--- src/rtl/seq_rca.sv ---
// rtl/seq_rca.sv - multi-cycle ripple-carry adder/subtractor with valid/ready handshakes
//
// Purpose:
//   Adds or subtracts two WIDTH-bit operands CHUNK bits per clock through a
//   CHUNK-bit ripple chain. The carry is held in a register between slices.
//   A result is produced WIDTH/CHUNK clocks after the operands are accepted.
//
// Parameters:
//   WIDTH  operand/result width in bits (default 8)
//   CHUNK  bits added per clock (default 2); must divide WIDTH
//
// Optional feature:
//   SEQ_RCA_OVF_EN  when defined, adds output ovf, the two's-complement
//                   overflow flag of the completed add or subtract.
//
// Ports:
//   clk        in   clock, rising edge
//   rst        in   asynchronous active-high reset
//   in_valid   in   operand set valid
//   in_ready   out  block can accept operands (high only in IDLE)
//   a          in   operand A [WIDTH]
//   b          in   operand B [WIDTH]
//   cin        in   carry-in (borrow-in when sub=1)
//   sub        in   0: a+b+cin, 1: a-b-cin
//   out_valid  out  result valid (high only in DONE)
//   out_ready  in   consumer accepts the result
//   sum        out  result [WIDTH]
//   cout       out  final carry-out (1 = no borrow when subtracting)
//   ovf        out  signed overflow (only with SEQ_RCA_OVF_EN)

module seq_rca #(
  parameter int WIDTH = 8,
  parameter int CHUNK = 2
) (
  input  logic             clk,
  input  logic             rst,
  input  logic             in_valid,
  output logic             in_ready,
  input  logic [WIDTH-1:0] a,
  input  logic [WIDTH-1:0] b,
  input  logic             cin,
  input  logic             sub,
  output logic             out_valid,
  input  logic             out_ready,
  output logic [WIDTH-1:0] sum,
  output logic             cout
`ifdef SEQ_RCA_OVF_EN
  ,
  output logic             ovf
`endif
);

  localparam int NCH = WIDTH / CHUNK;
  localparam int CW  = (NCH > 1) ? $clog2(NCH) : 1;

  localparam logic [1:0] ST_IDLE = 2'd0;
  localparam logic [1:0] ST_RUN  = 2'd1;
  localparam logic [1:0] ST_DONE = 2'd2;

  localparam logic [CW-1:0] LAST_SLICE = CW'(NCH - 1);

  generate
    if ((CHUNK < 1) || (CHUNK > WIDTH) || ((WIDTH % CHUNK) != 0)) begin : g_bad_params
      $error("seq_rca: CHUNK must satisfy 1 <= CHUNK <= WIDTH and divide WIDTH");
    end
  endgenerate

  // ---------------------------------------------------------------------
  // State and datapath registers
  // ---------------------------------------------------------------------
  logic [1:0]       state_q, state_d;
  logic [WIDTH-1:0] a_q, a_d;
  logic [WIDTH-1:0] b_q, b_d;
  logic             carry_q, carry_d;
  logic [CW-1:0]    cnt_q, cnt_d;
  logic [WIDTH-1:0] sum_q, sum_d;
  logic             cout_q, cout_d;
`ifdef SEQ_RCA_OVF_EN
  logic             ovf_q, ovf_d;
`endif

  // ---------------------------------------------------------------------
  // Slice selection: pick the CHUNK-bit window addressed by the counter.
  // ---------------------------------------------------------------------
  logic [CHUNK-1:0] a_sl;
  logic [CHUNK-1:0] b_sl;

  always_comb begin
    a_sl = '0;
    b_sl = '0;
    for (int k = 0; k < NCH; k++) begin
      if (cnt_q == CW'(k)) begin
        a_sl = a_q[k*CHUNK +: CHUNK];
        b_sl = b_q[k*CHUNK +: CHUNK];
      end
    end
  end

  // ---------------------------------------------------------------------
  // CHUNK chained full adders. c_chain[i] is the carry into bit i of the
  // slice; c_chain[CHUNK] leaves the slice. c_chain[CHUNK-1] is the carry
  // into the slice MSB, which on the last slice is the carry into the
  // word MSB used for signed overflow.
  // ---------------------------------------------------------------------
  logic [CHUNK:0]   c_chain;
  logic [CHUNK-1:0] s_sl;

  always_comb begin
    c_chain    = '0;
    s_sl       = '0;
    c_chain[0] = carry_q;
    for (int i = 0; i < CHUNK; i++) begin
      s_sl[i]      = a_sl[i] ^ b_sl[i] ^ c_chain[i];
      c_chain[i+1] = (a_sl[i] & b_sl[i]) | (c_chain[i] & (a_sl[i] ^ b_sl[i]));
    end
  end

  // ---------------------------------------------------------------------
  // Next-state logic
  // ---------------------------------------------------------------------
  always_comb begin
    state_d = state_q;
    a_d     = a_q;
    b_d     = b_q;
    carry_d = carry_q;
    cnt_d   = cnt_q;
    sum_d   = sum_q;
    cout_d  = cout_q;
`ifdef SEQ_RCA_OVF_EN
    ovf_d   = ovf_q;
`endif

    case (state_q)
      ST_IDLE: begin
        if (in_valid) begin
          // Subtraction is a + ~b + 1 - cin, so invert B once here and
          // seed the carry with ~cin; the slices then only ever add.
          a_d     = a;
          b_d     = sub ? ~b : b;
          carry_d = cin ^ sub;
          cnt_d   = '0;
          sum_d   = '0;
          state_d = ST_RUN;
        end
      end

      ST_RUN: begin
        for (int k = 0; k < NCH; k++) begin
          if (cnt_q == CW'(k)) begin
            sum_d[k*CHUNK +: CHUNK] = s_sl;
          end
        end
        carry_d = c_chain[CHUNK];
        cnt_d   = cnt_q + CW'(1);
        if (cnt_q == LAST_SLICE) begin
          cout_d  = c_chain[CHUNK];
`ifdef SEQ_RCA_OVF_EN
          ovf_d   = c_chain[CHUNK-1] ^ c_chain[CHUNK];
`endif
          state_d = ST_DONE;
        end
      end

      ST_DONE: begin
        // Result registers are left untouched so they hold through
        // backpressure and remain readable after the handshake.
        if (out_ready) begin
          state_d = ST_IDLE;
        end
      end

      default: begin
        state_d = ST_IDLE;
      end
    endcase
  end

  // ---------------------------------------------------------------------
  // Registers
  // ---------------------------------------------------------------------
  always_ff @(posedge clk or posedge rst) begin
    if (rst) begin
      state_q <= ST_IDLE;
      a_q     <= '0;
      b_q     <= '0;
      carry_q <= 1'b0;
      cnt_q   <= '0;
      sum_q   <= '0;
      cout_q  <= 1'b0;
`ifdef SEQ_RCA_OVF_EN
      ovf_q   <= 1'b0;
`endif
    end else begin
      state_q <= state_d;
      a_q     <= a_d;
      b_q     <= b_d;
      carry_q <= carry_d;
      cnt_q   <= cnt_d;
      sum_q   <= sum_d;
      cout_q  <= cout_d;
`ifdef SEQ_RCA_OVF_EN
      ovf_q   <= ovf_d;
`endif
    end
  end

  // ---------------------------------------------------------------------
  // Outputs. Handshake flags decode the state directly so in_ready is
  // already high while reset is held.
  // ---------------------------------------------------------------------
  assign in_ready  = (state_q == ST_IDLE);
  assign out_valid = (state_q == ST_DONE);
  assign sum       = sum_q;
  assign cout      = cout_q;
`ifdef SEQ_RCA_OVF_EN
  assign ovf       = ovf_q;
`endif

endmodule

--- config.mk ---
export PLATFORM = sky130hd
export DESIGN_NAME = seq_rca
export DESIGN_NICKNAME = d
export VERILOG_FILES = /design/src/rtl/seq_rca.sv
export SDC_FILE = /design/constraint.sdc
export NUM_CORES = 1
export LEC_CHECK = 0
export BUFFER_PORTS_ARGS = -buffer_cell sky130_fd_sc_hd__clkbuf_2
export CAP_MARGIN = 10
export CORE_AREA = 2 2 58 60
export CTS_BUF_LIST = sky130_fd_sc_hd__clkbuf_4 sky130_fd_sc_hd__clkbuf_8
export DETAILED_ROUTE_END_ITERATION = 12
export DIE_AREA = 0 0 60 62
export PLACE_DENSITY = 0.74
export RECOVER_POWER = 25
export SETUP_SLACK_MARGIN = 0.5
export SKIP_LAST_GASP = 1
export SYNTH_ARGS = -nofsm -noshare
export SYNTH_HDL_FRONTEND = slang
export SYNTH_SLANG_ARGS = --single-unit
export TNS_END_PERCENT = 100
--- constraint.sdc ---
create_clock -name clk -period 2.85 [get_ports clk]
set_clock_uncertainty 0.2 [all_clocks]
set_input_delay 0.285 -clock clk [delete_from_list [all_inputs] [get_ports clk]]
set_output_delay 0.285 -clock clk [all_outputs]
set_load 0.03 [all_outputs]
---- Yosys cells after proc, flatten, opt, wreduce, memory -nomap -nowiden ----
Index checks and enable logic that the tools add are counted.
storage, ports and cells
  output and inout bits ................... 11
  bits of input ports ..................... 22
  bits in registers ....................... 30
  logic and storage cells ................. 68
operators by class
  reductions and logical operators ........ 11
  eq/ne operators ......................... 11
  add/sub/neg operators ................... 1
  muxes and demuxes ....................... 23
  bitwise logic cells ..................... 12
operators with widths
  operator                                                                  number
  2-bit 2-to-1 mux                                                          16
  8-bit 2-to-1 mux                                                          2
  8-bit case mux with 2 select lines                                        1
  3-bit AND reduction                                                       5
  2-bit inequality test (second input constant)                             5
  8-bit NOT                                                                 1
  2-bit equality test (second input constant)                               3
  2-bit case mux with 3 select lines                                        1
  2-bit AND reduction                                                       3
  1-bit XOR                                                                 5
  1-bit bitwise AND                                                         4
  2-bit by 1-bit equality test with 1-bit output (second input constant)    2
  2-bit zero test                                                           2
  2-bit case mux with 2 select lines                                        1
  2-bit by 1-bit adder with 2-bit output (second input constant)            1
  2-bit by 1-bit inequality test with 1-bit output (second input constant)  1
  1-bit OR                                                                  2
  1-bit case mux with 2 select lines                                        1
  2-bit nonzero test                                                        1
  1-bit 2-to-1 mux                                                          1

---- Logic depth before layout (Yosys ltp) ----
  depth after elaboration ................. 11
  depth in mapped cells ................... 9

---- Worst setup path before layout ----
No wires, ideal clock.
  path type ............................... register to register
  start ................................... register cnt_q[1]
  end ..................................... register sum_q[1] (netlist: sum[1])
  period minus slack after synthesis ...... 2.755 ns
  stages on the path, launching flop included .. 10
  path slack .............................. 0.095 ns
  required time ........................... 2.528 ns
  buffers on the path ..................... 1
  arrival time ............................ 2.434 ns
  cells stage by stage .................... dfrtp_1 > inv_1 > ha_1 > clkbuf_1 > nor2b_1 > a221oi_1 > o31ai_1 > fa_1 > fa_1 > a32o_1
on the way
  longest elaborated chain between the ends .. 11
  elaborated cells on any way between the ends .. 22
  those cells by class .................... eq/ne: 4; mux: 10; bitwise: 6; reduce/logical: 2
RTL lines
  item                                line     RTL
  from (decl)                         75       logic [CW-1:0] cnt_q, cnt_d;
  from (signal assigned)              198      cnt_q <= cnt_d;
  2-bit zero test                     92, 149
  2-bit 2-to-1 mux (4 in series)      92       if (cnt_q == CW'(k)) begin
  1-bit XOR                           114      c_chain[i+1] = (a_sl[i] & b_sl[i]) | (c_chain[i] & (a_sl[i] ^ b_sl[i]));
  1-bit bitwise AND                   114
  1-bit OR                            114
  1-bit XOR                           113      s_sl[i] = a_sl[i] ^ b_sl[i] ^ c_chain[i];
  2-bit 2-to-1 mux                    149      if (cnt_q == CW'(k)) begin
  8-bit case mux with 2 select lines  133      case (state_q)
  to (signal assigned)                199      sum_q <= sum_d;
  to (decl)                           76       logic [WIDTH-1:0] sum_q, sum_d;
Parallel ways exist; a longest one is shown, timed or not. The select of a mux whose other input is x is not followed.
A chain may end at the register's enable or synchronous reset.

---- Worst setup path in the final report ----
  start ................................... register cnt_q[0]
  end ..................................... register sum_q[7] (netlist: sum[7])
on the way
  longest elaborated chain between the ends .. 11
  elaborated cells on any way between the ends .. 22
  those cells by class .................... eq/ne: 4; mux: 10; bitwise: 6; reduce/logical: 2
RTL lines
  item                                line
  2-bit zero test                     92
  2-bit 2-to-1 mux (4 in series)      92
  1-bit XOR                           114
  1-bit bitwise AND                   114
  1-bit OR                            114
  1-bit XOR                           113
  2-bit 2-to-1 mux                    149
  8-bit case mux with 2 select lines  133
Parallel ways exist; a longest one is shown, timed or not. The select of a mux whose other input is x is not followed.

==> impl_metrics.toml <==
[logic_synthesis]
synth_area_leaders = "dfrtp_1 (51%), mux2_2 (6.1%), a32o_1 (5.5%)"
syn_nets = 154
async_flop_share_pct = 100.0
synth.yosys.seq_area_share_pct = 51.24
synth_cells = 126
yosysUniqueCellTypes = 25
synthFlopType = "dfrtp_1"
syn_area_um2 = 1465
ys_warn_count = 0
synth_area_per_cell_um2 = 11.63
yosysTopAreaCell = "dfrtp_1"
synth_top_area_share_pct = 51.24
synth_edf_count = 0
ys_ff_latch = 30

[clock_network]
clock_path_buffers = 2
clock-root-buffer = "clkbuf_4"
cts_buffers = 5
cts_tree = "yes"
clk_latency_ps = 330
cts.htree.levels = 2
clkTransAtPathRegs_ps = 90
cts.sinks = 30

[cells_and_area]
utilization_pct = 60.72
final_common_cell = "clkbuf_2"
drive_gt1_share_pct = 39.77
final_nets = 203
final_cell_mix = "clkbuf_2 (32), dfrtp_1 (30), a21oi_1 (12)"
n_antenna_cell = 0
syn2layout_area_growth_pct = 31.77
nFillCells = 271

[grt]
grt_pass1_vias = 1140
grt_max_degree = 31
antenna_found_initial = 0
grtUsageTotal_pct = 19.82
grt_pass1_wl_mm = 5.250
gr-total-overflow = 0

[floorplanning]
fp.dieArea_um2 = 3720
design.portCount = 33
fp.coreArea_um2 = 3179
die_h_um = 62
row_count = 21
start_util_pct = 46.08
die_w_um = 60

[power]
netSwitchingFraction_pct = 41.57
powerDensity_nw_per_um2 = 1217
leakage_nw = 0.8735
seqPwrFrac_pct = 32.0
pwr-share-clk_pct = 11.8
p_sw_uw = 977.0
peakVddDrop_v = 0.0004336
p_comb_share_pct = 56.2
p_int_mw = 1.373

[worst_setup_path]
crit_top_cell = "fa_2"
crit_chain = "inv_2 -> ha_2 -> nor2b_1 -> o31ai_2 -> fa_2 -> fa_2 -> a32o_1"
cp_max_fo = 11
worst_ep_arrival_time_ps = 2590
reg2reg_from = "cnt_q[0]"
crit_slowest_cell = "fa_2"
r2r_slack_ps = 280
critPathLaunchType = "register"
critical_path_class = "reg -> reg"
worstPathRequired_ps = 2880
reg2regPathDepth = 7
rr_endpoint = "sum[7]"
slowest_delay_ps = 460
setup.worst_path.end_class = "register"

[drt]
wl_per_cell_um = 14.24
drt_wl_total_mm = 3.161
postRouteAntennaNets = 0
routed_via_density = 5.086
drc_errors = 0
vias = 1129
dr.first_iter.drc_count = 35
drtPass1Iterations = 4

[sta]
worstMarginPinSlew_ps = 1572
final.setup.tns_ps = 0
slew_headroom_pct = -4.833
period_needed_ps = 2566
slew_violations = 31
finalSetupViolCount = 0
hold_violations = 0
period_share_pct = 90.04
fmax_ghz = 0.3897
rsz0062_at_grt = "true"

[min_path]
hold_start = "b[3]"
hold_end = "b_q[3]"
min_path_type = "in -> reg"
min_path_cells = 3

[job]
maxCapViolCount = 1

[place]
port_buffers = 32
gp_congestion = 0.7801
post-dp-hpwl_mm = 2.069

[status]
violations = "capacitance limit, slew limit"
status = "complete, but fails checks"
[per-stage QoR]
step / power [mW] / cell area [um^2] / cells / hold WS (ps) / worst slack (ps)
finish: 2.350 / 1931 / 222 / 33.22 / 283.7
global route: 2.539 / 1931 / 222 / 32.87 / 177.3
CTS: 2.346 / 1927 / 221 / 22.26 / 307.4
detailed placement: 1.984 / 1704 / 198 / 159.9 / 153.4
global placement: 1.925 / 1704 / 198 / 149.4 / 229.0
floorplan: 1.711 / 1521 / 126 / 175.8 / 299.8
[flip-flops by register name, summed over array words and instances, names as in the netlist]
register	cells
state_q	2
sum	8
cout	1
a_q	8
b_q	8
cnt_q	2
carry_q	1
[final cells by class]
cell class	count	area (um^2)	area share, %
Sequential cell	30	750.7	38.89
Multi-Input combinational cell	83	715.7	37.07
Timing Repair Buffer	51	327.8	16.98
Clock buffer	7	58.81	3.046
Tap cell	46	57.56	2.981
Inverter	4	15.01	0.7777
Clock inverter	1	5.005	0.2592
[Yosys cell counts, types with 2 or more instances]
cell / number
a21oi_1: 12
a32o_1: 8
clkbuf_1: 3
o31ai_1: 5
a221oi_1: 4
a21o_1: 2
nand2_1: 7
mux2_2: 8
fa_1: 2
xnor2_1: 8
nor2b_1: 7
buf_2: 3
ha_1: 4
buf_4: 2
nor2_1: 9
inv_1: 4
dfrtp_1: 30
[critical path: cells and delay by family (launching register included)]
kind                       cells  cell delay, ps
and+or+nand+nor                1             190
buffers and inverters          1             120
AOI/OAI and AO/OA              2             360
adders and majority gates      3            1160
DFF                            1             440
[kinds of logic after synthesis]
group	count (synthesis)	share of synthesized area (%)
adder cells (fa/ha/maj)	6	6.149
multiplexers	9	7.173
buffers and inverters	13	4.183
AO/OA/AOI/OAI	32	16.23
flip-flops	30	51.24
AND/OR/NAND/NOR	27	9.650
XOR/XNOR	9	5.380
[power groups by stage]
stage	clock, mW	combinational, mW	sequential [mW]
after detailed placement	0	1.22	0.765
after floorplan	0	0.906	0.805
after global routing	0.303	1.46	0.776
after CTS	0.285	1.31	0.751
final	0.277	1.32	0.752
after global placement	0	1.17	0.757
[how the worst max path moves through the flow]
stage / start / endpoint / slack, ps / depth (start not counted)
floorplan: cnt_q[0] / sum[1] / 300 / 8
CTS: cnt_q[0] / sum[7] / 310 / 7
finish: cnt_q[0] / sum[7] / 280 / 7
global route: cnt_q[0] / sum[7] / 180 / 8
detailed placement: cnt_q[0] / sum[7] / 150 / 8
global placement: cnt_q[0] / sum[7] / 230 / 7
[routing by layer]
metal | GRT usage, % | wire [um] | share of wire (%)
met4 | 11.11 | 59 | 1.9
met2 | 34.47 | 1639 | 52
met1 | 22.43 | 1337 | 42
met3 | 4.762 | 125 | 4.0
met5 | 0 | 0 | 0
[timing repair]
item                       in CTS  in global routing
setup endpoints to repair      10                 10
hold endpoints to repair       39                  0
hold buffers                   10                  0
pin swaps                       2                  3
resized for setup               4                  0
setup buffers                   5                  1
No activity file was read; power rests on OpenSTA's default activity.
